**src/rtl/fifo_flags.sv**
```systemverilog
// Single-clock FIFO with occupancy count, almost-full/almost-empty flags, overflow/underflow pulses and optional FWFT read port.
// Latency: flags/count valid the cycle after the causing edge; FWFT=0 data one cycle after read, FWFT=1 head word shown combinationally.
// Backpressure: writes when full (without a same-cycle pop) and reads when empty are dropped and reported by a one-cycle pulse.
module fifo_flags #(
    parameter int D_W   = 8,
    parameter int AD_W  = 4,
    parameter int AF_TH = 14,
    parameter int AE_TH = 2,
    parameter int FWFT  = 0
) (
    input  logic             clk,
    input  logic             rst,
    input  logic             write,
    input  logic             read,
    input  logic [D_W-1:0]   data_in,
    output logic             full,
    output logic             empty,
    output logic             almost_full,
    output logic             almost_empty,
    output logic [AD_W:0]    count,
    output logic             overflow,
    output logic             underflow,
    output logic [D_W-1:0]   data_out
);

    localparam int DEPTH = 1 << AD_W;

    // Configuration guards: a bad threshold or mode stops elaboration.
    generate
        if (AF_TH < 1 || AF_TH > DEPTH) begin : g_bad_af_th
            $error("fifo_flags: AF_TH out of range 1..DEPTH");
        end
        if (AE_TH < 0 || AE_TH > DEPTH - 1) begin : g_bad_ae_th
            $error("fifo_flags: AE_TH out of range 0..DEPTH-1");
        end
        if (FWFT != 0 && FWFT != 1) begin : g_bad_fwft
            $error("fifo_flags: FWFT must be 0 or 1");
        end
    endgenerate

    localparam logic [AD_W:0] DEPTH_C = (AD_W+1)'(DEPTH);
    localparam logic [AD_W:0] AF_C    = (AD_W+1)'(AF_TH);
    localparam logic [AD_W:0] AE_C    = (AD_W+1)'(AE_TH);

    logic [D_W-1:0]  mem [DEPTH];
    logic [AD_W-1:0] wr_ptr;
    logic [AD_W-1:0] rd_ptr;
    logic            rd_ok;
    logic            wr_ok;
    logic [AD_W:0]   count_next;

    // Accept/reject decisions; a pop frees a slot so a full FIFO can take a same-cycle push.
    always_comb begin
        rd_ok      = read & ~empty;
        wr_ok      = write & (~full | rd_ok);
        count_next = count + (AD_W+1)'(wr_ok) - (AD_W+1)'(rd_ok);
    end

    // Storage array; not cleared by reset, but reset blocks the write of that cycle.
    always_ff @(posedge clk) begin
        if (!rst && wr_ok) begin
            mem[wr_ptr] <= data_in;
        end
    end

    // Pointers, occupancy, flags and error pulses, all registered from next-state values.
    always_ff @(posedge clk) begin
        if (rst) begin
            wr_ptr       <= '0;
            rd_ptr       <= '0;
            count        <= '0;
            full         <= 1'b0;
            empty        <= 1'b1;
            almost_full  <= 1'b0;
            almost_empty <= 1'b1;
            overflow     <= 1'b0;
            underflow    <= 1'b0;
        end else begin
            if (wr_ok) begin
                wr_ptr <= wr_ptr + AD_W'(1);
            end
            if (rd_ok) begin
                rd_ptr <= rd_ptr + AD_W'(1);
            end
            count        <= count_next;
            full         <= (count_next == DEPTH_C);
            empty        <= (count_next == '0);
            almost_full  <= (count_next >= AF_C);
            almost_empty <= (count_next <= AE_C);
            overflow     <= write & ~wr_ok;
            underflow    <= read & ~rd_ok;
        end
    end

    generate
        if (FWFT == 1) begin : g_fwft
            // Head word is shown directly; zero while empty so reset leaves data_out at 0.
            always_comb begin
                data_out = empty ? '0 : mem[rd_ptr];
            end
        end else begin : g_reg_read
            logic [D_W-1:0] dout_q;

            // Registered read: capture the head word on an accepted pop, hold otherwise.
            always_ff @(posedge clk) begin
                if (rst) begin
                    dout_q <= '0;
                end else if (rd_ok) begin
                    dout_q <= mem[rd_ptr];
                end
            end

            assign data_out = dout_q;
        end
    endgenerate

endmodule

```
**config.mk**
```make
export PLATFORM = sky130hd
export DESIGN_NAME = fifo_flags
export DESIGN_NICKNAME = d
export VERILOG_FILES = /design/src/rtl/fifo_flags.sv
export SDC_FILE = /design/constraint.sdc
export NUM_CORES = 1
export LEC_CHECK = 0
export ABC_AREA = 1
export CAP_MARGIN = 10
export CORE_MARGIN = 2
export CORE_UTILIZATION = 54
export CTS_CLUSTER_DIAMETER = 120
export DETAILED_ROUTE_END_ITERATION = 10
export GPL_TIMING_DRIVEN = 0
export PLACE_DENSITY_LB_ADDON = 0.1
export REMOVE_ABC_BUFFERS = 1
export SETUP_SLACK_MARGIN = 0.15
export SLEW_MARGIN = 20
export SYNTH_ARGS = -nofsm -noshare
export SYNTH_HDL_FRONTEND = slang
export SYNTH_SLANG_ARGS = --single-unit
```
**constraint.sdc**
```tcl
create_clock -name clk -period 2.7 [get_ports clk]
set_clock_uncertainty 0.15 [all_clocks]
set_input_delay 0.81 -clock clk [delete_from_list [all_inputs] [get_ports clk]]
set_output_delay 0.81 -clock clk [all_outputs]
set_load 0.1 [all_outputs]
```
==> results.sh <==
export IMPL_cts_tree="built"
export IMPL_cpLargestDelayFamily="buffers and inverters"
export IMPL_r2r_end="data_out[4]$_SDFFE_PP0P_"
export IMPL_ys_async_sr_fraction_pct=0
export IMPL_grt_max_degree=68
export IMPL_cp_start_kind="flop"
export IMPL_cp_startpoint="underflow$_SDFF_PP0_"
export IMPL_status="completed"
export IMPL_diodes=0
export IMPL_layout_setup_ws_ps=191
export IMPL_fin_tns_setup_ps=0
export IMPL_path_class="flop to output port"
export IMPL_min_period_ps=2510
export IMPL_die_height_microns=113
export IMPL_nets=641
export IMPL_finalSetupViolCount=0
export IMPL_grt_pass1_vias=4156
export IMPL_yosysMostFrequentCell="nand2_1"
export IMPL_route_vias_total=4281
export IMPL_cts_root_buf="clkbuf_16"
export IMPL_tightest_slew_ps=951
export IMPL_final_util_pct=64.4
export IMPL_cts_sinks=155
export IMPL_ant_nets=0
export IMPL_power_total_mw=7.41
export IMPL_irDropWorstVdd_uv=574
export IMPL_drc=0
export IMPL_p_per_area_nw_per_um2=999
export IMPL_synthFlopType="edfxtp_1"
export IMPL_place_hpwl_microns=7980
export IMPL_critPathBufInv=1
export IMPL_syn_inst=594
export IMPL_portBuffers=30
export IMPL_synth_common_cells="192 x nand2_1, 128 x edfxtp_1, 110 x nand3_1"
export IMPL_pin_count=31
export IMPL_syn2layout_area_growth_pct=15.2
export IMPL_r2r_cells=9
export IMPL_postPlaceCellArea_sq_um=6730
export IMPL_ctsHoldBuffers=0
export IMPL_clk_pin_slew_ps=60
export IMPL_clock_latency_ps=420
export IMPL_track_usage_pct=23.0
export IMPL_synth_avg_cell_area_sq_um=10.8
export IMPL_synth_top_area_share_pct=59.7
export IMPL_hold_path_class="flop to flop"
export IMPL_final_max_slew_viol_count=0
export IMPL_whs_ps=330
export IMPL_rsz0062_at_grt="false"
export IMPL_ys_seq_area_share_pct=68.1
export IMPL_min_from="empty$_SDFF_PP1_"
export IMPL_fill_cells=907
export IMPL_dp_cells=739
export IMPL_synth_area_leader_cell="edfxtp_1"
export IMPL_r2r_start="rd_ptr[0]$_SDFFE_PP0P_"
export IMPL_coreArea_sq_um=11500
export IMPL_rows=39
export IMPL_pre_cts_ws_ps=-814
export IMPL_arrival_ps=1550
export IMPL_clockBufferDepth=2
export IMPL_drt_pass1_iterations=5
export IMPL_grt_pass1_wl_microns=21700
export IMPL_antenna_found_initial=0
export IMPL_max_stage_delay_ps=820
export IMPL_finalInstanceArea_sq_um=7410
export IMPL_path_cells="clkdlybuf4s15_1"
export IMPL_fin_crit_sh_pct=92.9
export IMPL_multi_input_area_sq_um=1830
export IMPL_fp_dieW_microns=113
export IMPL_worstPathRequired_ps=1740
export IMPL_slowest_stage="clkdlybuf4s15_1"
export IMPL_register_area_sq_um=4390
export IMPL_end_kind="output port"
export IMPL_stdcell_count=773
export IMPL_leakage_nw=2.78
export IMPL_syn_area_sq_um=6440
export IMPL_cts_buffers_inserted=17
export IMPL_routedWlPerCell_microns=17.9
export IMPL_synth_edff_count=128
export IMPL_hold_path_depth=2
export IMPL_reg2reg_slack_ps=340
export IMPL_max_clock_freq_ghz=0.399
export IMPL_critPathMaxFanout=1
export IMPL_htreeDepth=4
export IMPL_synth_seq_cells=155
export IMPL_final_hold_viol_count=0
export IMPL_initial_core_util_pct=55.9
export IMPL_grt_ovfl_total=0
export IMPL_synth_distinct_cells=24
export IMPL_vias_per_cell=5.54
export IMPL_yosys_top_cells_area="edfxtp_1 60%, nand2_1 11%, nand3_1 8.6%, dfxtp_1 8.4%, nor2_1 2.5%"
export IMPL_relSlewSlack_pct=36.8
export IMPL_hold_path_endpoint="underflow$_SDFF_PP0_"
export IMPL_drive_above_1_share_pct=13.0
export IMPL_drt_iter0_drc=449
export IMPL_drt_total_wl_microns=13800
export IMPL_gp_congestion=0.771
export IMPL_yosysWarnings=0
export IMPL_dieArea_sq_um=12800
export IMPL_max_cap_viol_count=0
-- where the power goes --
part	total [mW]	switching, mW	internal (mW)
combinational	2.20	1.58	0.613
sequential	2.91	0.180	2.73
clock	2.30	0.869	1.43
total	7.41	2.63	4.78
-- logic make-up after synthesis --
family	Yosys count	share of synthesized area, %
buffers and inverters	58	5.15
xor gates and xnor gates	4	0.544
DFF	155	68.1
AOI/OAI and AO/OA	15	1.17
adders and majority gates	11	2.25
and+or+nand+nor	351	22.8
-- how the worst max path moves through the flow --
stage	to	slack, ps	depth (start not counted)
2_1_floorplan	almost_full$_SDFF_PP0_	-230	13
3_3_place_gp	data_out[2]$_SDFFE_PP0P_	-1640	9
3_5_place_dp	almost_full$_SDFF_PP0_	-810	14
4_1_cts	full$_SDFF_PP0_	150	14
5_1_grt	underflow	150	1
6_report	underflow	190	1
-- flip-flops by register name, indices dropped and copies added (netlist names) --
register and flops:
empty 1, full 1, data_out 8, overflow 1, underflow 1, wr_ptr 4
count 5, rd_ptr 4, almost_full 1, mem 128, almost_empty 1
-- cell type report --
| type | count | share of cell area, % |
|---|---|---|
| sequential | 155 | 59.2 |
| multi-input combinational | 381 | 24.7 |
| clock buffer | 21 | 5.94 |
| inverter | 29 | 1.57 |
| tap | 143 | 2.41 |
| clock inverter | 10 | 1.69 |
| timing repair buffer | 34 | 4.47 |
-- what timing repair did --
| item | CTS | global route |
|---|---|---|
| hold endpoints to repair | 0 | 0 |
| buffers inserted | 3 | 0 |
| pin swaps | 6 | 2 |
| endpoints found under the setup margin | 155 | 12 |
| resized for setup | 79 | 11 |
-- cells in the final DEF (no fill, tap or decap), drive strengths merged --
cell type | netlist | routed
a21oi | 11 | 11
buf | 27 | 4
bufinv | 0 | 3
clkbuf | 2 | 27
clkdlybuf4s15 | 0 | 14
clkdlybuf4s50 | 0 | 8
clkinv | 1 | 7
clkinvlp | 0 | 1
dfxtp | 27 | 27
dlygate4sd2 | 0 | 2
edfxtp | 128 | 128
fa | 1 | 1
ha | 10 | 10
inv | 28 | 28
nand2 | 193 | 193
nand3 | 110 | 110
nand4 | 1 | 1
nor2 | 44 | 44
nor3 | 2 | 2
nor4 | 1 | 1
o21ai | 4 | 4
xnor2 | 3 | 3
xor2 | 1 | 1
-- tightest hold or removal path: cells and delay by family (launching register included) --
kind / cells / cell delay [ps]
simple gates: 2 / 100
flops: 1 / 340
-- routing by layer --
metal	global-route usage, %	wire length (microns)	vias to the layer above
li1	-	-	2067
met1	30.5	5970	2058
met2	37.2	6840	133
met3	4.93	733	23
met4	9.43	262	0
met5	0	0	-
(Power assumes the default switching activity.)
